===== src/rtl/spi_cfg_sequencer_pkg.sv =====
// Shared definitions for the SPI configuration sequencer and the SPI write
// master it feeds: sequencer state encoding and transfer-length helpers.
package spi_pkg;

  typedef enum logic [2:0] {
    IDLE,
    FETCH,
    WAIT_RD,
    LOAD,
    XFER,
    GAP,
    FIN
  } seq_state_t;

  // Load-to-next-legal-load distance of the SPI master for 16-bit words.
  localparam int SEQ_XFER_CYCLES_16 = 35;

  // Cycles the SPI master needs for one word of the given width.
  function automatic int xfer_cycles(input int width);
    return 2 * width + 3;
  endfunction

endpackage


===== src/rtl/spi_cfg_sequencer_if.sv =====
// Table-read and SPI-write-master signals of the configuration sequencer.
// master: the sequencer side; slave: the table storage and SPI master side.
interface spi_cfg_sequencer_if #(
  parameter int DATA_WIDTH = 16,
  parameter int GAP_WIDTH  = 8,
  parameter int ADDR_WIDTH = 6
);

  logic                            tbl_rd;
  logic [ADDR_WIDTH-1:0]           tbl_addr;
  logic [GAP_WIDTH+DATA_WIDTH-1:0] tbl_data;
  logic [DATA_WIDTH-1:0]           spi_wdat;
  logic                            spi_load;
  logic                            spi_busy;

  modport master (
    output tbl_rd,
    output tbl_addr,
    output spi_wdat,
    output spi_load,
    input  tbl_data,
    input  spi_busy
  );

  modport slave (
    input  tbl_rd,
    input  tbl_addr,
    input  spi_wdat,
    input  spi_load,
    output tbl_data,
    output spi_busy
  );

endinterface


===== src/rtl/spi_seq_counter.sv =====
// Loadable down-counter with a zero flag. Used by the sequencer for the
// post-load guard interval and for the per-entry inter-word gap.
module spi_seq_counter #(
  parameter int WIDTH = 8
) (
  input  logic             clk,
  input  logic             arstn,
  input  logic             load,
  input  logic [WIDTH-1:0] load_val,
  input  logic             dec,
  output logic             zero
);

  logic [WIDTH-1:0] count;

  // Load takes priority over decrement; the count rests at zero.
  always_ff @(posedge clk or negedge arstn) begin
    // NOTE: clocked state uses <= so every flop samples pre-edge values.
    if (!arstn) begin
      count <= '0;
    end else if (load) begin
      count <= load_val;
    end else if (dec && count != '0) begin
      count <= count - WIDTH'(1);
    end
  end

  assign zero = (count == '0);

endmodule


===== src/rtl/spi_cfg_sequencer.sv =====
// SPI configuration sequencer: walks an external table of {gap, word}
// entries and hands each word to the SPI write master, honouring the
// master's transfer time, its busy flag and a per-entry idle gap.
module spi_cfg_sequencer
  import spi_pkg::*;
#(
  parameter int DATA_WIDTH  = 16,
  parameter int GAP_WIDTH   = 8,
  parameter int ADDR_WIDTH  = 6,
  parameter int XFER_CYCLES = xfer_cycles(DATA_WIDTH)
) (
  input  logic                clk,
  input  logic                arstn,
  input  logic                start,
  input  logic                abort,
  input  logic [ADDR_WIDTH:0] n_entries,
  spi_cfg_sequencer_if.master bus,
  output logic                busy,
  output logic                done,
  output logic                aborted,
  output logic [ADDR_WIDTH:0] idx
);

  localparam int GUARD_WIDTH = $clog2(XFER_CYCLES);

  seq_state_t            state;
  logic [ADDR_WIDTH:0]   n_latched;
  logic [GAP_WIDTH-1:0]  gap_q;
  logic                  abort_seen;
  logic                  tbl_rd_q;
  logic [ADDR_WIDTH-1:0] tbl_addr_q;
  logic [DATA_WIDTH-1:0] spi_wdat_q;
  logic                  spi_load_q;
  logic                  guard_zero;
  logic                  gap_zero;
  logic                  xfer_exit;
  logic                  step_now;

  // The word is finished once the guard time has run out and the master is idle.
  assign xfer_exit = (state == XFER) && guard_zero && !bus.spi_busy;
  // Point at which the next entry, the end of the walk, or an abort is decided.
  assign step_now  = (xfer_exit && gap_q == '0) || (state == GAP && gap_zero);

  spi_seq_counter #(.WIDTH(GUARD_WIDTH)) u_guard (
    .clk      (clk),
    .arstn    (arstn),
    .load     (state == LOAD),
    .load_val (GUARD_WIDTH'(XFER_CYCLES - 1)),
    .dec      (state == XFER),
    .zero     (guard_zero)
  );

  spi_seq_counter #(.WIDTH(GAP_WIDTH)) u_gap (
    .clk      (clk),
    .arstn    (arstn),
    .load     (xfer_exit && gap_q != '0),
    .load_val (gap_q - GAP_WIDTH'(1)),
    .dec      (state == GAP),
    .zero     (gap_zero)
  );

  // Sequencer FSM with registered outputs.
  always_ff @(posedge clk or negedge arstn) begin
    if (!arstn) begin
      state      <= IDLE;
      n_latched  <= '0;
      gap_q      <= '0;
      abort_seen <= 1'b0;
      tbl_rd_q   <= 1'b0;
      tbl_addr_q <= '0;
      spi_wdat_q <= '0;
      spi_load_q <= 1'b0;
      busy       <= 1'b0;
      done       <= 1'b0;
      aborted    <= 1'b0;
      idx        <= '0;
    end else begin
      // NOTE: one-cycle strobes default low here and are raised only where needed.
      tbl_rd_q   <= 1'b0;
      spi_load_q <= 1'b0;
      done       <= 1'b0;

      if (state != IDLE && abort) begin
        abort_seen <= 1'b1;
      end

      case (state)
        IDLE: begin
          if (start) begin
            n_latched  <= n_entries;
            idx        <= '0;
            aborted    <= 1'b0;
            abort_seen <= 1'b0;
            busy       <= 1'b1;
            if (n_entries == '0) begin
              state <= FIN;
            end else begin
              state      <= FETCH;
              tbl_rd_q   <= 1'b1;
              tbl_addr_q <= '0;
            end
          end
        end
        FETCH: begin
          state <= WAIT_RD;
        end
        WAIT_RD: begin
          spi_wdat_q <= bus.tbl_data[DATA_WIDTH-1:0];
          gap_q      <= bus.tbl_data[GAP_WIDTH+DATA_WIDTH-1:DATA_WIDTH];
          spi_load_q <= 1'b1;
          state      <= LOAD;
        end
        LOAD: begin
          idx   <= idx + (ADDR_WIDTH + 1)'(1);
          state <= XFER;
        end
        XFER: begin
          if (xfer_exit && gap_q != '0) begin
            state <= GAP;
          end
        end
        GAP: begin
        end
        FIN: begin
          done  <= 1'b1;
          busy  <= 1'b0;
          state <= IDLE;
        end
        default: begin
          state <= IDLE;
        end
      endcase

      if (step_now) begin
        if (abort_seen || abort) begin
          aborted <= 1'b1;
          state   <= FIN;
        end else if (idx == n_latched) begin
          state <= FIN;
        end else begin
          state      <= FETCH;
          tbl_rd_q   <= 1'b1;
          tbl_addr_q <= idx[ADDR_WIDTH-1:0];
        end
      end
    end
  end

  assign bus.tbl_rd   = tbl_rd_q;
  assign bus.tbl_addr = tbl_addr_q;
  assign bus.spi_wdat = spi_wdat_q;
  assign bus.spi_load = spi_load_q;

endmodule


===== src/flat_wrapper.sv =====
// flat-port wrapper written by rule: the top's interface ports become plain ports
module spi_cfg_sequencer_flat import spi_pkg::*;
#(
  parameter int DATA_WIDTH  = 16,
  parameter int GAP_WIDTH   = 8,
  parameter int ADDR_WIDTH  = 6,
  parameter int XFER_CYCLES = xfer_cycles(DATA_WIDTH)
)
  (clk, arstn, start, abort, n_entries, busy, done, aborted, idx, bus_tbl_rd, bus_tbl_addr, bus_spi_wdat, bus_spi_load, bus_tbl_data, bus_spi_busy);
  spi_cfg_sequencer_if #(.DATA_WIDTH(DATA_WIDTH), .GAP_WIDTH(GAP_WIDTH), .ADDR_WIDTH(ADDR_WIDTH)) bus_i ();
  input  logic clk;
  input  logic arstn;
  input  logic start;
  input  logic abort;
  input  logic [ADDR_WIDTH:0] n_entries;
  output logic busy;
  output logic done;
  output logic aborted;
  output logic [ADDR_WIDTH:0] idx;
  output wire logic [$bits(bus_i.tbl_rd)-1:0] bus_tbl_rd;
  output wire logic [$bits(bus_i.tbl_addr)-1:0] bus_tbl_addr;
  output wire logic [$bits(bus_i.spi_wdat)-1:0] bus_spi_wdat;
  output wire logic [$bits(bus_i.spi_load)-1:0] bus_spi_load;
  input wire logic [$bits(bus_i.tbl_data)-1:0] bus_tbl_data;
  input wire logic [$bits(bus_i.spi_busy)-1:0] bus_spi_busy;
  assign bus_tbl_rd = bus_i.tbl_rd;
  assign bus_tbl_addr = bus_i.tbl_addr;
  assign bus_spi_wdat = bus_i.spi_wdat;
  assign bus_spi_load = bus_i.spi_load;
  assign bus_i.tbl_data = bus_tbl_data;
  assign bus_i.spi_busy = bus_spi_busy;
  spi_cfg_sequencer #(.DATA_WIDTH(DATA_WIDTH), .GAP_WIDTH(GAP_WIDTH), .ADDR_WIDTH(ADDR_WIDTH), .XFER_CYCLES(XFER_CYCLES)) u_core (.clk(clk), .arstn(arstn), .start(start), .abort(abort), .n_entries(n_entries), .bus(bus_i), .busy(busy), .done(done), .aborted(aborted), .idx(idx));
endmodule

===== config.mk =====
export PLATFORM = sky130hd
export DESIGN_NAME = spi_cfg_sequencer_flat
export DESIGN_NICKNAME = d
export VERILOG_FILES = /design/src/rtl/spi_cfg_sequencer_pkg.sv /design/src/rtl/spi_cfg_sequencer_if.sv /design/src/rtl/spi_seq_counter.sv /design/src/rtl/spi_cfg_sequencer.sv /design/src/flat_wrapper.sv
export SDC_FILE = /design/constraint.sdc
export NUM_CORES = 1
export LEC_CHECK = 0
export BUFFER_PORTS_ARGS = -buffer_cell sky130_fd_sc_hd__buf_2
export CAP_MARGIN = 10
export CORE_MARGIN = 4
export CORE_UTILIZATION = 40
export DETAILED_ROUTE_END_ITERATION = 7
export PLACE_DENSITY = 0.6
export SKIP_LAST_GASP = 1
export SLEW_MARGIN = 20
export SYNTH_ARGS = -nofsm -noshare
export SYNTH_HDL_FRONTEND = slang
export SYNTH_SLANG_ARGS = --single-unit

===== constraint.sdc =====
create_clock -name clk -period 3.2 [get_ports clk]
set_input_delay 0 -clock clk [delete_from_list [all_inputs] [get_ports clk]]
set_output_delay 0 -clock clk [all_outputs]
set_load 0.05 [all_outputs]

==> out/metrics.cfg <==
[yosys]
synth_common_cells=dfrtp_1 (67), nand2_1 (42), mux2_2 (25)
synth_nets=346
synth_top_area_frac=0.513
ys_top_cells_by_area=dfrtp_1 (51%), mux2_2 (8.6%), nand2_1 (4.8%), mux2i_1 (2.4%), nor2_1 (2.2%)
yosysMostFrequentCell=dfrtp_1
yosys_warnings=0
synthCells=306
synth_seq_cells=67
ys.flop_type=dfrtp_1
avgSynthCellArea_um2=10.7
ys_seq_area_frac=0.513
synth_cell_type_count=49
async_flop_share=1.00
synth_area_um2=3270
yosysTopAreaCell=dfrtp_1
synth-edff-count=0

[timing]
finalCritPeriodShare=0.912
rsz0062_at_grt=false
fmax_ghz=0.343
finalSetupTns_ps=0
slew_viol_final=0
setup_ws_ps=282
period_needed_ps=2920
finalSetupViolCount=0
worst_pin_slew_ps=654
fin_skew_ps=10.7
hold_viol=0
slew_headroom=0.561

[clocking]
cts.clk_slew.worst_paths_ps=70
clockBufferDepth=2
insertion_delay_ps=340
cts-root-buf=clkbuf_8
cts.htree.levels=3
cts_setup_buffers=0
cts_sinks=67
numCtsBuffers=9
cts_tree=yes

[routing]
wire_per_inst_um=14.6
routed_wl_um=7670
drt-pass1-iter-count=4
vias=2678
drt-vias-per-instance=5.09
drcViolationCount=0
ant_nets=0
drt_iter0_markers=111

[place]
hpwl_um=5430
gp_congestion=0.907
place_inst=475
port_buffers=69
dpl_worst_slack_ps=329

[global_route]
grt_pass1_wl_um=13200
antenna_found_initial=0
grt_pass1_vias=2700
overflow=0
grt.total_usage=0.167
grt_max_degree=34

[cells_and_area]
area_growth_pct=32.6
postLayoutCoreUtil=0.553
drive_gt1_frac=0.309
antenna_cells=0
nets=459
layout.cells.non_filler=526

[pwr]
ir_worst_vdd_mv=0.511
leakage_uw=0.00203
pwr_density_cell_nw_per_um2=965

[setup_path]
cp.arrival_ps=3160
cp_data_required_time_ps=3440
cp_max_fo=8
critPathCaptureType=flop
criticalPathCategory=flop to flop
cp-start-kind=flop

[outcome]
status=completed

[floorplan]
die_w_um=98.4
initial_core_util=0.417
core_area_um2=7850
die_height_um=98.4
pin_count=70
dieArea_um2=9690
rows=32

[min_path]
holdCritPathClass=input port to async pin

[job]
cap_violations=0

==> per-layer routing <==
layer  global-route usage  wire length [µm]  vias up
met5                    0                 0        -
met3               0.0304               373        9
met2                0.260              3700       62
li1                     -                 -     1322
met4               0.0588               107        0
met1                0.236              3500     1285
==> critical path, cell delays in order (launching register included) <==
cell and delay (ps):
dfrtp_1 430, or3_1 440, or4_4 480, nand2_2 190
mux2i_1 220, ha_1 260, inv_1 90, a41oi_1 230
nand2_1 100, xor2_1 150, a211oi_1 240
==> cell type report <==
class                   count  area [µm²]
inverters                  12        45.0
clock buffers              10         138
multi-input cells         218        1510
repair buffers            111         748
fillers                   732        3510
well taps                 102         128
flip-flops and latches     67        1680
clock inverters             6        88.8
==> stage by stage <==
step           power, µW  hold slack [ps]  instance area [µm²]
2_1_floorplan       2900             -296                 3270
3_3_place_gp        3350             27.2                 3760
3_5_place_dp        3390             22.6                 3760
4_1_cts             4230              195                 4340
5_1_grt             4470              228                 4340
6_report            4190              184                 4340
==> worst paths after layout <==
kind / end / start / slack (ps) / cells after the start
worst max-delay path: u_core.u_gap.count[6]$_DFFE_PN0P_ / u_core.gap_q[3]$_DFFE_PN0P_ / 280 / 10
worst min-delay path: u_core.u_gap.count[5]$_DFFE_PN0P_ / arstn / 180 / 2
worst max register to register: u_core.u_gap.count[6]$_DFFE_PN0P_ / u_core.gap_q[3]$_DFFE_PN0P_ / 280 / 10
worst min register to register: u_core.aborted$_DFF_PN0_ / u_core.aborted$_DFF_PN0_ / 470 / 2
max in group asynchronous: u_core.gap_q[0]$_DFFE_PN0P_ / arstn / 2190 / 3
min in group clk: u_core.u_gap.count[4]$_DFFE_PN0P_ / bus_spi_busy / 320 / 5
==> cell usage in the layout, fill, tap and decap left out, drive strengths merged, types with 3 or more instances in the layout <==
cell type	count
nor2	19
clkbuf	10
and2	3
mux2i	8
o21ai	14
nand4	5
a21oi	6
nor4	8
nand3	12
dlygate4sd3	35
mux2	25
or3	6
dfrtp	67
inv	12
nand2	43
ha	4
buf	76
nor3	13
xor2	8
a211oi	5
xnor2	8
or4	4
==> cell families (layout without fill, tap and decap cells) <==
group                      Yosys count  count (layout)  share of synthesized area
AOI/OAI and AO/OA                   43              43                     0.0910
xor gates and xnor gates            16              16                     0.0428
adders and majority gates            4               4                     0.0153
buffers and inverters               21             139                     0.0268
DFF                                 67              67                      0.513
muxes                               33              33                      0.111
and+or+nand+nor                    122             122                      0.201
==> state kept, by name, indices dropped and copies added (netlist names) <==
signal / cells
u_core.n_latched: 7
u_core.u_guard.count: 6
u_core.bus.spi_load: 1
u_core.state: 3
u_core.abort_seen: 1
u_core.done: 1
u_core.busy: 1
u_core.bus.tbl_rd: 1
u_core.aborted: 1
u_core.gap_q: 8
u_core.bus.spi_wdat: 16
u_core.bus.tbl_addr: 6
u_core.u_gap.count: 8
u_core.idx: 7
==> report_power, final <==
group	leakage (µW)	total [µW]	switching, µW	internal, µW
clock	0.000108	784	325	460
sequential	0.000834	1500	314	1190
combinational	0.00108	1900	1200	697
total	0.00203	4190	1840	2350
==> repair_timing <==
action                     CTS  global route
hold buffers                35             0
setup endpoints to repair    0             0
gates resized for setup      0             0
hold endpoints to repair    55             0
(Power assumes the default switching activity.)
